<file path="config.mk">
export PLATFORM = sky130hd
export DESIGN_NAME = fifo_rd_stream_adapter_flat
export DESIGN_NICKNAME = d
export VERILOG_FILES = /design/src/rtl/fifo_rd_stream_adapter_pkg.sv /design/src/rtl/fifo_rd_stream_adapter_if.sv /design/src/rtl/fifo_rd_stream_adapter_rd_skid_buffer.sv /design/src/rtl/fifo_rd_stream_adapter.sv /design/src/flat_wrapper.sv
export SDC_FILE = /design/constraint.sdc
export NUM_CORES = 1
export LEC_CHECK = 0
export ABC_CLOCK_PERIOD_IN_PS = 2950
export CORE_AREA = 4 4 52 54
export DETAILED_ROUTE_END_ITERATION = 8
export DIE_AREA = 0 0 56 58
export GPL_TIMING_DRIVEN = 1
export PLACE_DENSITY = 0.72
export SLEW_MARGIN = 5
export SYNTH_ARGS = -nofsm -noshare
export SYNTH_HDL_FRONTEND = slang
export SYNTH_HIERARCHICAL = 1
export SYNTH_SLANG_ARGS = --single-unit
</file>
<file path="constraint.sdc">
create_clock -name rd_clk -period 2.95 [get_ports rd_clk]
set_clock_uncertainty 0.1 [all_clocks]
set_input_delay 0.295 -clock rd_clk [delete_from_list [all_inputs] [get_ports rd_clk]]
set_output_delay 0.295 -clock rd_clk [all_outputs]
set_load 0.03 [all_outputs]
</file>
<file path="src/rtl/fifo_rd_stream_adapter_pkg.sv">
// fifo_stream_pkg: shared constants and the read-issue helper for the
// fifo_rd_stream_adapter (read side of the async FIFO, rd_clk domain).
//   BUF_DEPTH : entries in the output buffer (2)
//   OCC_W     : width of the occupancy count (0..2)
//   can_issue : 1 when one more FIFO read cannot overflow the buffer
package fifo_stream_pkg;

    localparam int BUF_DEPTH = 2;
    localparam int OCC_W     = 2;

    typedef logic [OCC_W-1:0] occ_t;

    // Words already owned by the buffer after this cycle: stored + arriving
    // - leaving. pop implies occ >= 1, so the sum never goes negative.
    function automatic logic can_issue(input occ_t occ, input logic inflight,
                                       input logic pop);
        logic [OCC_W:0] sum;
        sum = {1'b0, occ} + {{OCC_W{1'b0}}, inflight} - {{OCC_W{1'b0}}, pop};
        return sum < (OCC_W+1)'(BUF_DEPTH);
    endfunction

endpackage

</file>
<file path="src/rtl/fifo_rd_stream_adapter_if.sv">
// fifo_rd_stream_adapter_if: FIFO read port plus the valid/ready stream.
//   master : adapter side  (drives fifo_rd_en, m_valid, m_data, m_last, buf_count)
//   slave  : FIFO/sink side (drives fifo_empty, fifo_rd_data, m_ready)
interface fifo_rd_stream_adapter_if
    import fifo_stream_pkg::*;
    #(parameter int DATA_WIDTH = 8);

    logic                  fifo_empty;
    logic                  fifo_rd_en;
    logic [DATA_WIDTH-1:0] fifo_rd_data;
    logic                  m_valid;
    logic                  m_ready;
    logic [DATA_WIDTH-1:0] m_data;
    logic                  m_last;
    occ_t                  buf_count;

    modport master (
        input  fifo_empty, fifo_rd_data, m_ready,
        output fifo_rd_en, m_valid, m_data, m_last, buf_count
    );

    modport slave (
        output fifo_empty, fifo_rd_data, m_ready,
        input  fifo_rd_en, m_valid, m_data, m_last, buf_count
    );

endinterface

</file>
<file path="src/rtl/fifo_rd_stream_adapter_rd_skid_buffer.sv">
// rd_skid_buffer: 2-entry in-order buffer between the FIFO read data and the
// output stream. Head entry is always presented on o_data.
//   rd_clk, rd_reset_n : clock, async active-low reset
//   i_push, i_data     : write a word at the tail
//   i_pop              : drop the head word (caller guarantees o_occ != 0)
//   o_data, o_occ      : head word, registered occupancy 0..2
module rd_skid_buffer
    import fifo_stream_pkg::*;
    #(parameter int DATA_WIDTH = 8)
(
    input  logic                  rd_clk,
    input  logic                  rd_reset_n,
    input  logic                  i_push,
    input  logic [DATA_WIDTH-1:0] i_data,
    input  logic                  i_pop,
    output logic [DATA_WIDTH-1:0] o_data,
    output occ_t                  o_occ
);

    logic [DATA_WIDTH-1:0] r_mem [BUF_DEPTH];
    logic                  r_head;
    occ_t                  r_occ;
    logic                  w_tail;

    // Push is never issued at occ=2, so occ[0] is enough to locate the tail.
    assign w_tail = r_head ^ r_occ[0];

    always_ff @(posedge rd_clk or negedge rd_reset_n) begin
        if (!rd_reset_n) begin
            for (int i = 0; i < BUF_DEPTH; i++) r_mem[i] <= '0;
            r_head <= 1'b0;
            r_occ  <= '0;
        end else begin
            if (i_push) r_mem[w_tail] <= i_data;
            if (i_pop)  r_head <= ~r_head;
            case ({i_push, i_pop})
                2'b10:   r_occ <= r_occ + occ_t'(1);
                2'b01:   r_occ <= r_occ - occ_t'(1);
                default: r_occ <= r_occ;
            endcase
        end
    end

    assign o_data = r_mem[r_head];
    assign o_occ  = r_occ;

endmodule

</file>
<file path="src/rtl/fifo_rd_stream_adapter.sv">
// fifo_rd_stream_adapter: turns the async FIFO's registered read port
// (rd_en / 1-cycle-later rd_data) into a valid/ready stream at 1 word/cycle.
//   rd_clk, rd_reset_n : read-domain clock, async active-low reset
//   bus (master)       : fifo_empty/fifo_rd_en/fifo_rd_data,
//                        m_valid/m_ready/m_data/m_last, buf_count
// Optional feature macro FIFO_RD_STREAM_LAST_EN: m_last every PKT_LEN beats;
// without it m_last is constant 0.
module fifo_rd_stream_adapter
    import fifo_stream_pkg::*;
    #(
        parameter int DATA_WIDTH = 8,
        parameter int PKT_LEN    = 4
    )
(
    input  logic                     rd_clk,
    input  logic                     rd_reset_n,
    fifo_rd_stream_adapter_if.master bus
);

    if (PKT_LEN < 1) begin : g_bad_pkt_len
        $error("fifo_rd_stream_adapter: PKT_LEN must be >= 1");
    end

    logic                  r_inflight;
    logic                  w_pop;
    logic                  w_valid;
    logic                  w_rd_en;
    occ_t                  w_occ;
    logic [DATA_WIDTH-1:0] w_head;

    assign w_valid = (w_occ != '0);
    assign w_pop   = w_valid && bus.m_ready;

    // Gated by reset so no read is requested while the adapter is held.
    assign w_rd_en = rd_reset_n && !bus.fifo_empty
                     && can_issue(w_occ, r_inflight, w_pop);

    always_ff @(posedge rd_clk or negedge rd_reset_n) begin
        if (!rd_reset_n) r_inflight <= 1'b0;
        else             r_inflight <= w_rd_en;
    end

    rd_skid_buffer #(.DATA_WIDTH(DATA_WIDTH)) u_buf (
        .rd_clk     (rd_clk),
        .rd_reset_n (rd_reset_n),
        .i_push     (r_inflight),
        .i_data     (bus.fifo_rd_data),
        .i_pop      (w_pop),
        .o_data     (w_head),
        .o_occ      (w_occ)
    );

    assign bus.fifo_rd_en = w_rd_en;
    assign bus.m_valid    = w_valid;
    assign bus.m_data     = w_head;
    assign bus.buf_count  = w_occ;

`ifdef FIFO_RD_STREAM_LAST_EN
    localparam int BEAT_W = $clog2(PKT_LEN) + 1;
    localparam logic [BEAT_W-1:0] LAST_BEAT = BEAT_W'(PKT_LEN - 1);

    logic [BEAT_W-1:0] r_beat;

    always_ff @(posedge rd_clk or negedge rd_reset_n) begin
        if (!rd_reset_n)              r_beat <= '0;
        else if (w_pop) begin
            if (r_beat == LAST_BEAT)  r_beat <= '0;
            else                      r_beat <= r_beat + BEAT_W'(1);
        end
    end

    assign bus.m_last = w_valid && (r_beat == LAST_BEAT);
`else
    assign bus.m_last = 1'b0;
`endif

endmodule

</file>
<file path="src/flat_wrapper.sv">
// flat-port wrapper written by rule: the top's interface ports become plain ports
module fifo_rd_stream_adapter_flat import fifo_stream_pkg::*;
#(
        parameter int DATA_WIDTH = 8,
        parameter int PKT_LEN    = 4
    )
  (rd_clk, rd_reset_n, bus_fifo_empty, bus_fifo_rd_data, bus_m_ready, bus_fifo_rd_en, bus_m_valid, bus_m_data, bus_m_last, bus_buf_count);
  fifo_rd_stream_adapter_if #(.DATA_WIDTH(DATA_WIDTH)) bus_i ();
  input  logic rd_clk;
  input  logic rd_reset_n;
  input wire logic [$bits(bus_i.fifo_empty)-1:0] bus_fifo_empty;
  input wire logic [$bits(bus_i.fifo_rd_data)-1:0] bus_fifo_rd_data;
  input wire logic [$bits(bus_i.m_ready)-1:0] bus_m_ready;
  output wire logic [$bits(bus_i.fifo_rd_en)-1:0] bus_fifo_rd_en;
  output wire logic [$bits(bus_i.m_valid)-1:0] bus_m_valid;
  output wire logic [$bits(bus_i.m_data)-1:0] bus_m_data;
  output wire logic [$bits(bus_i.m_last)-1:0] bus_m_last;
  output wire logic [$bits(bus_i.buf_count)-1:0] bus_buf_count;
  assign bus_i.fifo_empty = bus_fifo_empty;
  assign bus_i.fifo_rd_data = bus_fifo_rd_data;
  assign bus_i.m_ready = bus_m_ready;
  assign bus_fifo_rd_en = bus_i.fifo_rd_en;
  assign bus_m_valid = bus_i.m_valid;
  assign bus_m_data = bus_i.m_data;
  assign bus_m_last = bus_i.m_last;
  assign bus_buf_count = bus_i.buf_count;
  fifo_rd_stream_adapter #(.DATA_WIDTH(DATA_WIDTH), .PKT_LEN(PKT_LEN)) u_core (.rd_clk(rd_clk), .rd_reset_n(rd_reset_n), .bus(bus_i));
endmodule
</file>
## Yosys cells after proc, flatten, opt, wreduce, memory -nomap -nowiden

Cells that the tools add are included.

- Order comparisons: 4
- Div/mod/pow operators: 0
- Add/subtract/negate cells: 4
- Multiplexer cells: 7
- Shifts and indexed selects: 0
- Bitwise logic cells: 4
- Multiply operators: 0
- Equality and inequality tests: 2
- Reduce and logical (&&, ||, !) cells: 7

Operator list:

| cell | count |
|---|---|
| $mux W8 | 4 |
| $bwmux W16 | 1 |
| $demux W8 S1 | 1 |
| $ge A2 B2 Y1 const B | 2 |
| $logic_and A1 B1 Y1 | 4 |
| $not A1 Y2 | 2 |
| $pmux W2 S2 | 1 |
| $reduce_bool A2 Y1 | 2 |
| $add A2 B1 Y3 | 1 |
| $lt A3 B2 Y1 const B | 1 |
| $sub A3 B1 Y3 | 1 |
| $add A2 B1 Y2 const B | 1 |
| $eq A2 B1 Y1 const B | 1 |
| $eq A2 B2 Y1 const B | 1 |
| $lt A2 B1 Y1 const B | 1 |
| $sub A2 B1 Y2 const B | 1 |
| $logic_not A1 Y1 | 1 |
| $not A1 Y1 | 1 |
| $xor A1 B1 Y1 | 1 |

- Latch bits: 0
- Bits in read-only memories: 0
- Input bits: 12
- Logic and storage cells: 33
- Register bits after elaboration: 20
- Memories kept: 0
- Memory bits (writable): 0

## Longest topological paths before layout

Gate-level depths: netlist (run 1).

- Depth in word-level cells: 7
- Mapped depth: 7
- Depth with buffers taken out: 7

## By module

The synthesis (run 1) kept the hierarchy.

By module, submodules not included:

| module | times used | area an instance (µm²) | sequential area each (µm²) | cells an instance |
|---|---|---|---|---|
| rd_skid_buffer | 1 | 889.6 | 475.5 | 55 |
| fifo_rd_stream_adapter | 1 | 115.1 | 25.0 | 12 |

## Least setup slack after synthesis (run 1)

Ideal clock, no wire load.

- Kind: reg2out
- Start point: register u_core.u_buf.r_occ[0] (netlist: u_core/u_buf/o_occ[0])
- End point: output port bus_fifo_rd_en
- Required time: 2.555 ns
- Data arrival time: 2.827 ns
- Setup slack: -0.272 ns
- Cell stages (with the launch flop): 8
- Cell sequence: dfrtp_1 or2_4 and2_4 ha_1 or2b_1 fa_1 xor2_1 nor3_1

- Word-level cells in the longest chain between the ends: 5
- Elaborated cells on any way between the ends: 6

Ends and longest elaborated chain:

| what | RTL line | text |
|---|---|---|
| start: declaration | fifo_rd_stream_adapter_rd_skid_buffer.sv:22 | `occ_t r_occ;` |
| start signal: assignment | fifo_rd_stream_adapter_rd_skid_buffer.sv:37 | `2'b10: r_occ <= r_occ + occ_t'(1);` |
| start signal: assignment | fifo_rd_stream_adapter_rd_skid_buffer.sv:38 | `2'b01: r_occ <= r_occ - occ_t'(1);` |
| start signal: assignment | fifo_rd_stream_adapter_rd_skid_buffer.sv:39 | `default: r_occ <= r_occ;` |
| $reduce_bool A2 Y1 | fifo_rd_stream_adapter.sv:31 | `assign w_valid = (w_occ != '0);` |
| via bus_m_valid | flat_wrapper.sv:15 | `output wire logic [$bits(bus_i.m_valid)-1:0] bus_m_valid;` |
| $logic_and A1 B1 Y1 | fifo_rd_stream_adapter.sv:32 | `assign w_pop = w_valid && bus.m_ready;` |
| via u_core.w_pop | fifo_rd_stream_adapter.sv:25 | `logic w_pop;` |
| $sub A3 B1 Y3 | fifo_rd_stream_adapter_pkg.sv:18 | `sum = {1'b0, occ} + {{OCC_W{1'b0}}, inflight} - {{OCC_W{1'b0}}, pop};` |
| $lt A3 B2 Y1 | fifo_rd_stream_adapter_pkg.sv:19 | `return sum < (OCC_W+1)'(BUF_DEPTH);` |
| $logic_and A1 B1 Y1 | fifo_rd_stream_adapter.sv:36 | `&& can_issue(w_occ, r_inflight, w_pop);` |
| end: declaration | flat_wrapper.sv:14 | `output wire logic [$bits(bus_i.fifo_rd_en)-1:0] bus_fifo_rd_en;` |

The timed path passes the listed nets, and every way through them passes these cells.

## Worst setup path after layout (run 1)

- Start point: register u_core.u_buf.r_occ[1] (netlist: u_core/u_buf/o_occ[1])
- End point: output port bus_fifo_rd_en

- Word-level cells in the longest chain between the ends: 5
- Elaborated cells on any way between the ends: 6

Ends and longest elaborated chain:

| what | RTL line |
|---|---|
| $reduce_bool A2 Y1 | fifo_rd_stream_adapter.sv:31 |
| $logic_and A1 B1 Y1 | fifo_rd_stream_adapter.sv:32 |
| via u_core.w_pop | fifo_rd_stream_adapter.sv:25 |
| $sub A3 B1 Y3 | fifo_rd_stream_adapter_pkg.sv:18 |
| $lt A3 B2 Y1 | fifo_rd_stream_adapter_pkg.sv:19 |
| $logic_and A1 B1 Y1 | fifo_rd_stream_adapter.sv:36 |

The timed path passes the listed nets, and every way through them passes these cells.

==> results of run 1 <==
cell usage after synthesis, types with 2 or more instances:
library cell   n  area [µm²]
dfrtp_1       20         500
buf_6          2        22.5
xor2_1         3        26.3
mux2_4         8         120
mux2_2        16         180
ha_1           2        25.0
inv_1          2        7.51
xnor2_1        2        17.5
cell type report:
cell class | instances | area [µm²]
multi-input combinational | 42 | 493
tap | 28 | 35.0
inverter | 2 | 7.51
timing repair buffer | 28 | 269
sequential | 20 | 500
clock buffer | 4 | 36.3
fill | 181 | 871
registers in the layout, indices dropped and copies added, names as in the netlist:
register             cells
u_core/u_buf/o_occ       2
u_core/u_buf/r_mem      16
u_core/u_buf/r_head      1
u_core/r_inflight        1
per-layer routing:
metal,global-route usage (%),part of all wire (%),vias to the layer above
met5,0,0,-
met4,5.08,1.1,0
met3,4.45,4.6,2
met2,22.0,52,12
met1,12.2,42,303
li1,-,-,284
stage by stage:
step,setup TNS [ns],setup WS (ns),power [µW],util (%),cells
2_1_floorplan,0,0.0891,1250,-,67
3_3_place_gp,0,0.324,1540,57.5,118
3_5_place_dp,0,0.288,1560,57.5,118
4_1_cts,0,0.0271,1730,59.1,122
5_1_grt,-0.0422,-0.0422,1850,60.6,124
6_report,0,0.0988,1740,60.6,124
layout by cell type, fill, tap and decap left out:
cell type	count
xnor2_1	2
nor2_1	1
ha_1	1
nor3_4	1
xor2_1	3
inv_1	2
or2b_1	1
buf_4	5
dfrtp_1	20
clkdlybuf4s50_1	22
buf_6	1
nand2_2	2
and2_4	1
fa_1	1
xnor2_2	1
ha_4	1
nand2b_4	1
conb_1	1
mux2_2	16
or2_4	1
clkbuf_8	1
clkbuf_4	3
mux2_4	8
power by group:
part           total, µW  switching [µW]  internal, µW
combinational       1070             491           576
sequential           520             104           416
clock                157            81.7          75.3
critical path, cell delays in order (launching register included):
cell and delay, ns:
dfrtp_1 0.40, or2_4 0.25, and2_4 0.15, ha_4 0.20, or2b_1 0.24, fa_1 0.52
nand2_2 0.06, nor3_4 0.18, buf_6 0.15
logic make-up (layout without fill, tap and decap cells):
logic type,count (synthesis),after routing,share of synthesized area [%]
multiplexers,24,24,29.9
flip-flops,20,20,49.8
AND/OR/NAND/NOR,8,8,5.73
XOR/XNOR,6,6,5.98
buffers and inverters,5,34,3.74
adder cells (fa/ha/maj),3,3,4.48
other,1,1,0.373
how the worst max path moves through the flow:
| stage | start | to | slack [ns] | cells after the start |
|---|---|---|---|---|
| floorplan | u_core/u_buf/o_occ[0]$_DFFE_PN0P_ | bus_fifo_rd_en | 0.09 | 7 |
| global placement | bus_m_ready | bus_fifo_rd_en | 0.32 | 8 |
| detailed placement | bus_m_ready | bus_fifo_rd_en | 0.29 | 8 |
| CTS | u_core/u_buf/o_occ[0]$_DFFE_PN0P_ | bus_fifo_rd_en | 0.03 | 8 |
| global route | u_core/u_buf/o_occ[1]$_DFFE_PN0P_ | bus_fifo_rd_en | -0.04 | 8 |
| finish | u_core/u_buf/o_occ[1]$_DFFE_PN0P_ | bus_fifo_rd_en | 0.1 | 8 |
timing repair:
| item | in CTS | in global routing |
|---|---|---|
| resized for setup | 0 | 3 |
| endpoints found under the setup margin | 0 | 1 |
| buffers inserted | 0 | 2 |
==> run_results.csv, run 1 <==
group,metric,value,unit
run_status,outcome,"finished, final reports clean",
critical_path,cp.required,2.56,ns
layout,num_antenna_cells,0,
timing,hold_viol,0,
logic_synthesis,async_flop_share,100,%
die,row_count,17,
power_and_ir_drop,p_per_area,1300,nW/µm²
logic_synthesis,ys.flop_type,"dfrtp_1",
power_and_ir_drop,irDropWorstVdd,0.794,mV
clock_network,cts_tree,"done",
clock_network,holdBufCountCts,0,
critical_path,r2r-start,"u_core/u_buf/o_occ[1]$_DFFE_PN0P_",
timing,min_period,2.85,ns
critical_path,crit_type,"reg2out",
clock_network,clk_pin_slew,0.11,ns
clock_network,insertion_delay,0.30,ns
placed_design,dpl_cell_area,1270,µm²
layout,synthToLayoutAreaGrowth,33.5,%
detailed_routing,dr.first_iter.drc_count,2,
detailed_routing,vias_per_cell,4.85,
clock_network,ctsHtreeMaxLevel,1,
detailed_routing,routed_wl,1.80,mm
placed_design,hpwl,1.30,mm
critical_path,crit_path_start_kind,"flop",
logic_synthesis,synth_cells,67,
timing,period_share,96.7,%
die,io_pins,25,
global_route,grt_pass1_wl,2.93,mm
timing,setup_violations,0,
critical_path,ff2ff_path_depth,7,
placed_design,gp_congestion,0.624,
detailed_routing,drc,0,
global_route,grt_max_degree,22,
logic_synthesis,ys_ff_latch,20,
logic_synthesis,ys_seq_area_share,49.8,%
logic_synthesis,syn-cell-area,1000,µm²
detailed_routing,vias,601,
global_route,track_usage,12.0,%
logic_synthesis,ys_types,20,
detailed_routing,avgRoutedWirePerCell,14.5,µm
timing,rsz0062_at_grt,"yes",
timing,whs,0.220,ns
logic_synthesis,yosys_warnings,6,
layout,final_nets,112,
global_route,grt_pass1_vias,657,
logic_synthesis,synth_nets,82,
logic_synthesis,avgSynthCellArea,15.0,µm²
global_route,antenna_found_initial,0,
layout,fin_area,1340,µm²
timing,fmax,351,MHz
critical_path,r2r-end,"u_core/r_inflight$_DFF_PN0_",
global_route,overflow,0,
critical_path,crit_fanout,3,
detailed_routing,drtAntennaViolNets,0,
clock_network,cts_buffers,3,
die,coreArea,2210,µm²
power_and_ir_drop,leakagePower,0.000595,µW
clock_network,numClockSinks,20,
min_path,hold_class,"in2async",
critical_path,rrSetupSlack,0.77,ns
logic_synthesis,synth_edf_count,0,
placed_design,io_buffer_count,23,
timing,finalMaxSlewViolations,0,
critical_path,arrival,2.46,ns
detailed_routing,drt_first_pass_iters,2,
die,start_util,45.4,%
clock_network,clockBufferDepth,2,
die,die_h,58,µm
critical_path,cp-end-kind,"output port",
die,fp.dieArea,3250,µm²
die,fp.dieW,56,µm
clock_network,clock-root-buffer,"clkbuf_4",
layout,drive_above_1_share,43.8,%
job,cap_violations,0,
Note: power is estimated with default switching activity, not from simulation.
==> run 2: changes to the inputs <==
--- a/config.mk
+++ b/config.mk
@@ -7,6 +7,7 @@
 export LEC_CHECK = 0
 export ABC_CLOCK_PERIOD_IN_PS = 2950
 export CORE_AREA = 4 4 52 54
+export CTS_CLUSTER_SIZE = 24
 export DETAILED_ROUTE_END_ITERATION = 8
 export DIE_AREA = 0 0 56 58
 export GPL_TIMING_DRIVEN = 1
==> constraint.sdc (replaced) <==
create_clock -name rd_clk -period 2.95 [get_ports rd_clk]
set_clock_uncertainty 0.1 [all_clocks]
set_input_delay 0.295 -clock rd_clk [delete_from_list [all_inputs] [get_ports rd_clk]]
set_output_delay 0.295 -clock rd_clk [all_outputs]
set_load 0.005 [all_outputs]
==> run 2 against run 1 <==
Net effect: final cell count increased by 1.6%; clock power is 45% higher; largest power group unchanged; worst hold slack better by 0.016 ns; die area unchanged; register-to-register slack got worse by 0.22 ns; total power down 9.2%; core utilization grew 0.74 points.
==> run_results.csv, run 2 (same netlist as run 1, synthesis figures left out) <==
group,metric,value,unit
power_and_ir_drop,leakagePower,0.000608,µW
critical_path,cp-end-kind,"output port",
layout,synthToLayoutAreaGrowth,35.1,%
detailed_routing,drtAntennaViolNets,0,
run_status,outcome,"finished, final reports clean",
die,coreArea,2210,µm²
timing,finalMaxSlewViolations,0,
clock_network,clockBufferDepth,2,
job,cap_violations,0,
placed_design,dp_slack,-0.0764,ns
placed_design,gp_congestion,0.630,
clock_network,cts_buffers,3,
clock_network,numClockSinks,20,
layout,final_nets,114,
die,start_util,45.4,%
global_route,antenna_found_initial,0,
detailed_routing,dr.first_iter.drc_count,1,
timing,min_period,2.89,ns
critical_path,cp.required,2.56,ns
die,io_pins,25,
critical_path,crit_path_start_kind,"flop",
detailed_routing,vias,613,
die,die_h,58,µm
layout,layout_common_cells,"clkdlybuf4s50_1 (22), dfrtp_1 (20), mux2_2 (16), mux2_4 (8), buf_4 (7)",
placed_design,hpwl,1.23,mm
layout,layout_commonest_cell,"clkdlybuf4s50_1",
detailed_routing,avgRoutedWirePerCell,14.5,µm
detailed_routing,drc,0,
layout,drive_above_1_share,43.9,%
critical_path,crit_fanout,2,
power_and_ir_drop,internal_power,1130,µW
layout,nFillCells,180,
timing,setup_violations,0,
timing,tightest_slew,0.501,ns
clock_network,holdBufCountCts,0,
timing,setup_slack,0.0612,ns
layout,num_antenna_cells,0,
clock_network,insertion_delay,0.31,ns
die,fp.dieArea,3250,µm²
global_route,overflow,0,
global_route,grt_max_degree,21,
timing,fmax,346,MHz
timing,fin_setup_tns,0,ns
global_route,track_usage,12.7,%
global_route,grt_pass1_vias,699,
power_and_ir_drop,power_frac_clock,14.3,%
layout,largest_reg_flops,16,
power_and_ir_drop,p_switching,458,µW
die,fp.dieW,56,µm
power_and_ir_drop,combPwrFrac,53.0,%
clock_network,clk_pin_slew,0.13,ns
clock_network,ctsHtreeMaxLevel,1,
timing,period_share,97.9,%
detailed_routing,vias_per_cell,4.87,
global_route,grt_pass1_wl,3.13,mm
timing,whs,0.236,ns
min_path,hold_class,"in2async",
power_and_ir_drop,p_per_area,1170,nW/µm²
die,row_count,17,
critical_path,arrival,2.49,ns
layout,largest_register,"u_core/u_buf/r_mem",
detailed_routing,drt_first_pass_iters,2,
clock_network,cts_tree,"done",
power_and_ir_drop,irDropWorstVdd,0.905,mV
power_and_ir_drop,swShare,28.9,%
detailed_routing,routed_wl,1.83,mm
timing,rsz0062_at_grt,"yes",
timing,hold_viol,0,
placed_design,io_buffer_count,23,
power_and_ir_drop,power_frac_seq,32.7,%
clock_network,clock-root-buffer,"clkbuf_4",
timing,relSlewSlack,66.6,%
critical_path,crit_type,"reg2out",
==> run 2: power by group through the flow <==
| stage | sequential (µW) | combinational [µW] | clock, µW |
|---|---|---|---|
| final | 517 | 840 | 227 |
| after global routing | 532 | 924 | 246 |
| after CTS | 518 | 833 | 232 |
| after detailed placement | 522 | 813 | 0 |
| after global placement | 515 | 795 | 0 |
| after floorplan | 495 | 511 | 0 |
==> run 2: through the flow <==
step | total power, µW | instances | util (%) | area (µm²)
global placement | 1310 | 120 | 57.7 | 1280
CTS | 1580 | 125 | 60.7 | 1340
finish | 1580 | 126 | 61.4 | 1360
global route | 1700 | 126 | 61.4 | 1360
floorplan | 1010 | 67 | - | 1000
detailed placement | 1330 | 120 | 57.7 | 1280
==> run 2: cell type report <==
| type | instances | area, µm² | share of cell area [%] |
|---|---|---|---|
| inverter | 2 | 7.51 | 0.553 |
| tap | 28 | 35.0 | 2.58 |
| timing repair buffer | 30 | 278 | 20.5 |
| clock buffer | 3 | 22.5 | 1.66 |
| sequential | 20 | 500 | 36.9 |
| clock inverter | 1 | 30.0 | 2.21 |
| multi-input combinational | 42 | 484 | 35.7 |
==> run 2: final timing paths <==
path | from | slack (ns) | end | depth (start not counted)
max in group asynchronous | rd_reset_n | 2.29 | u_core/u_buf/r_mem[15]$_DFFE_PN0P_ | 2
setup reg to reg | u_core/u_buf/o_occ[0]$_DFFE_PN0P_ | 0.55 | u_core/r_inflight$_DFF_PN0_ | 9
hold reg to reg | u_core/u_buf/r_mem[10]$_DFFE_PN0P_ | 0.42 | u_core/u_buf/r_mem[10]$_DFFE_PN0P_ | 1
min in group rd_clk | u_core/u_buf/r_mem[10]$_DFFE_PN0P_ | 0.42 | u_core/u_buf/r_mem[10]$_DFFE_PN0P_ | 1
hold / removal | rd_reset_n | 0.24 | u_core/u_buf/r_mem[1]$_DFFE_PN0P_ | 2
setup / recovery | u_core/u_buf/o_occ[0]$_DFFE_PN0P_ | 0.06 | bus_fifo_rd_en | 8
==> run 2: worst max-delay path: stages (launching register included) <==
cell and delay [ns]:
dfrtp_1 0.39, or2_4 0.25, and2_4 0.15, ha_4 0.20, or2b_1 0.23, fa_1 0.54
nand2_1 0.08, nor3_2 0.21, buf_2 0.14
==> run 2: what timing repair did <==
action	in CTS	in global routing
buffers inserted	1	1
endpoints found under the hold margin	0	0
resized for setup	4	2
pin swaps	1	4
setup endpoints to repair	1	1
==> run 2: routing by layer <==
layer | track usage [%] | vias up | routed length, µm | share of wire [%]
met5 | 0 | - | 0 | 0
met4 | 4.07 | 0 | 36 | 2.0
met3 | 5.12 | 6 | 96 | 5.3
met2 | 21.9 | 16 | 956 | 52
met1 | 14.6 | 306 | 737 | 40
li1 | - | 285 | - | -
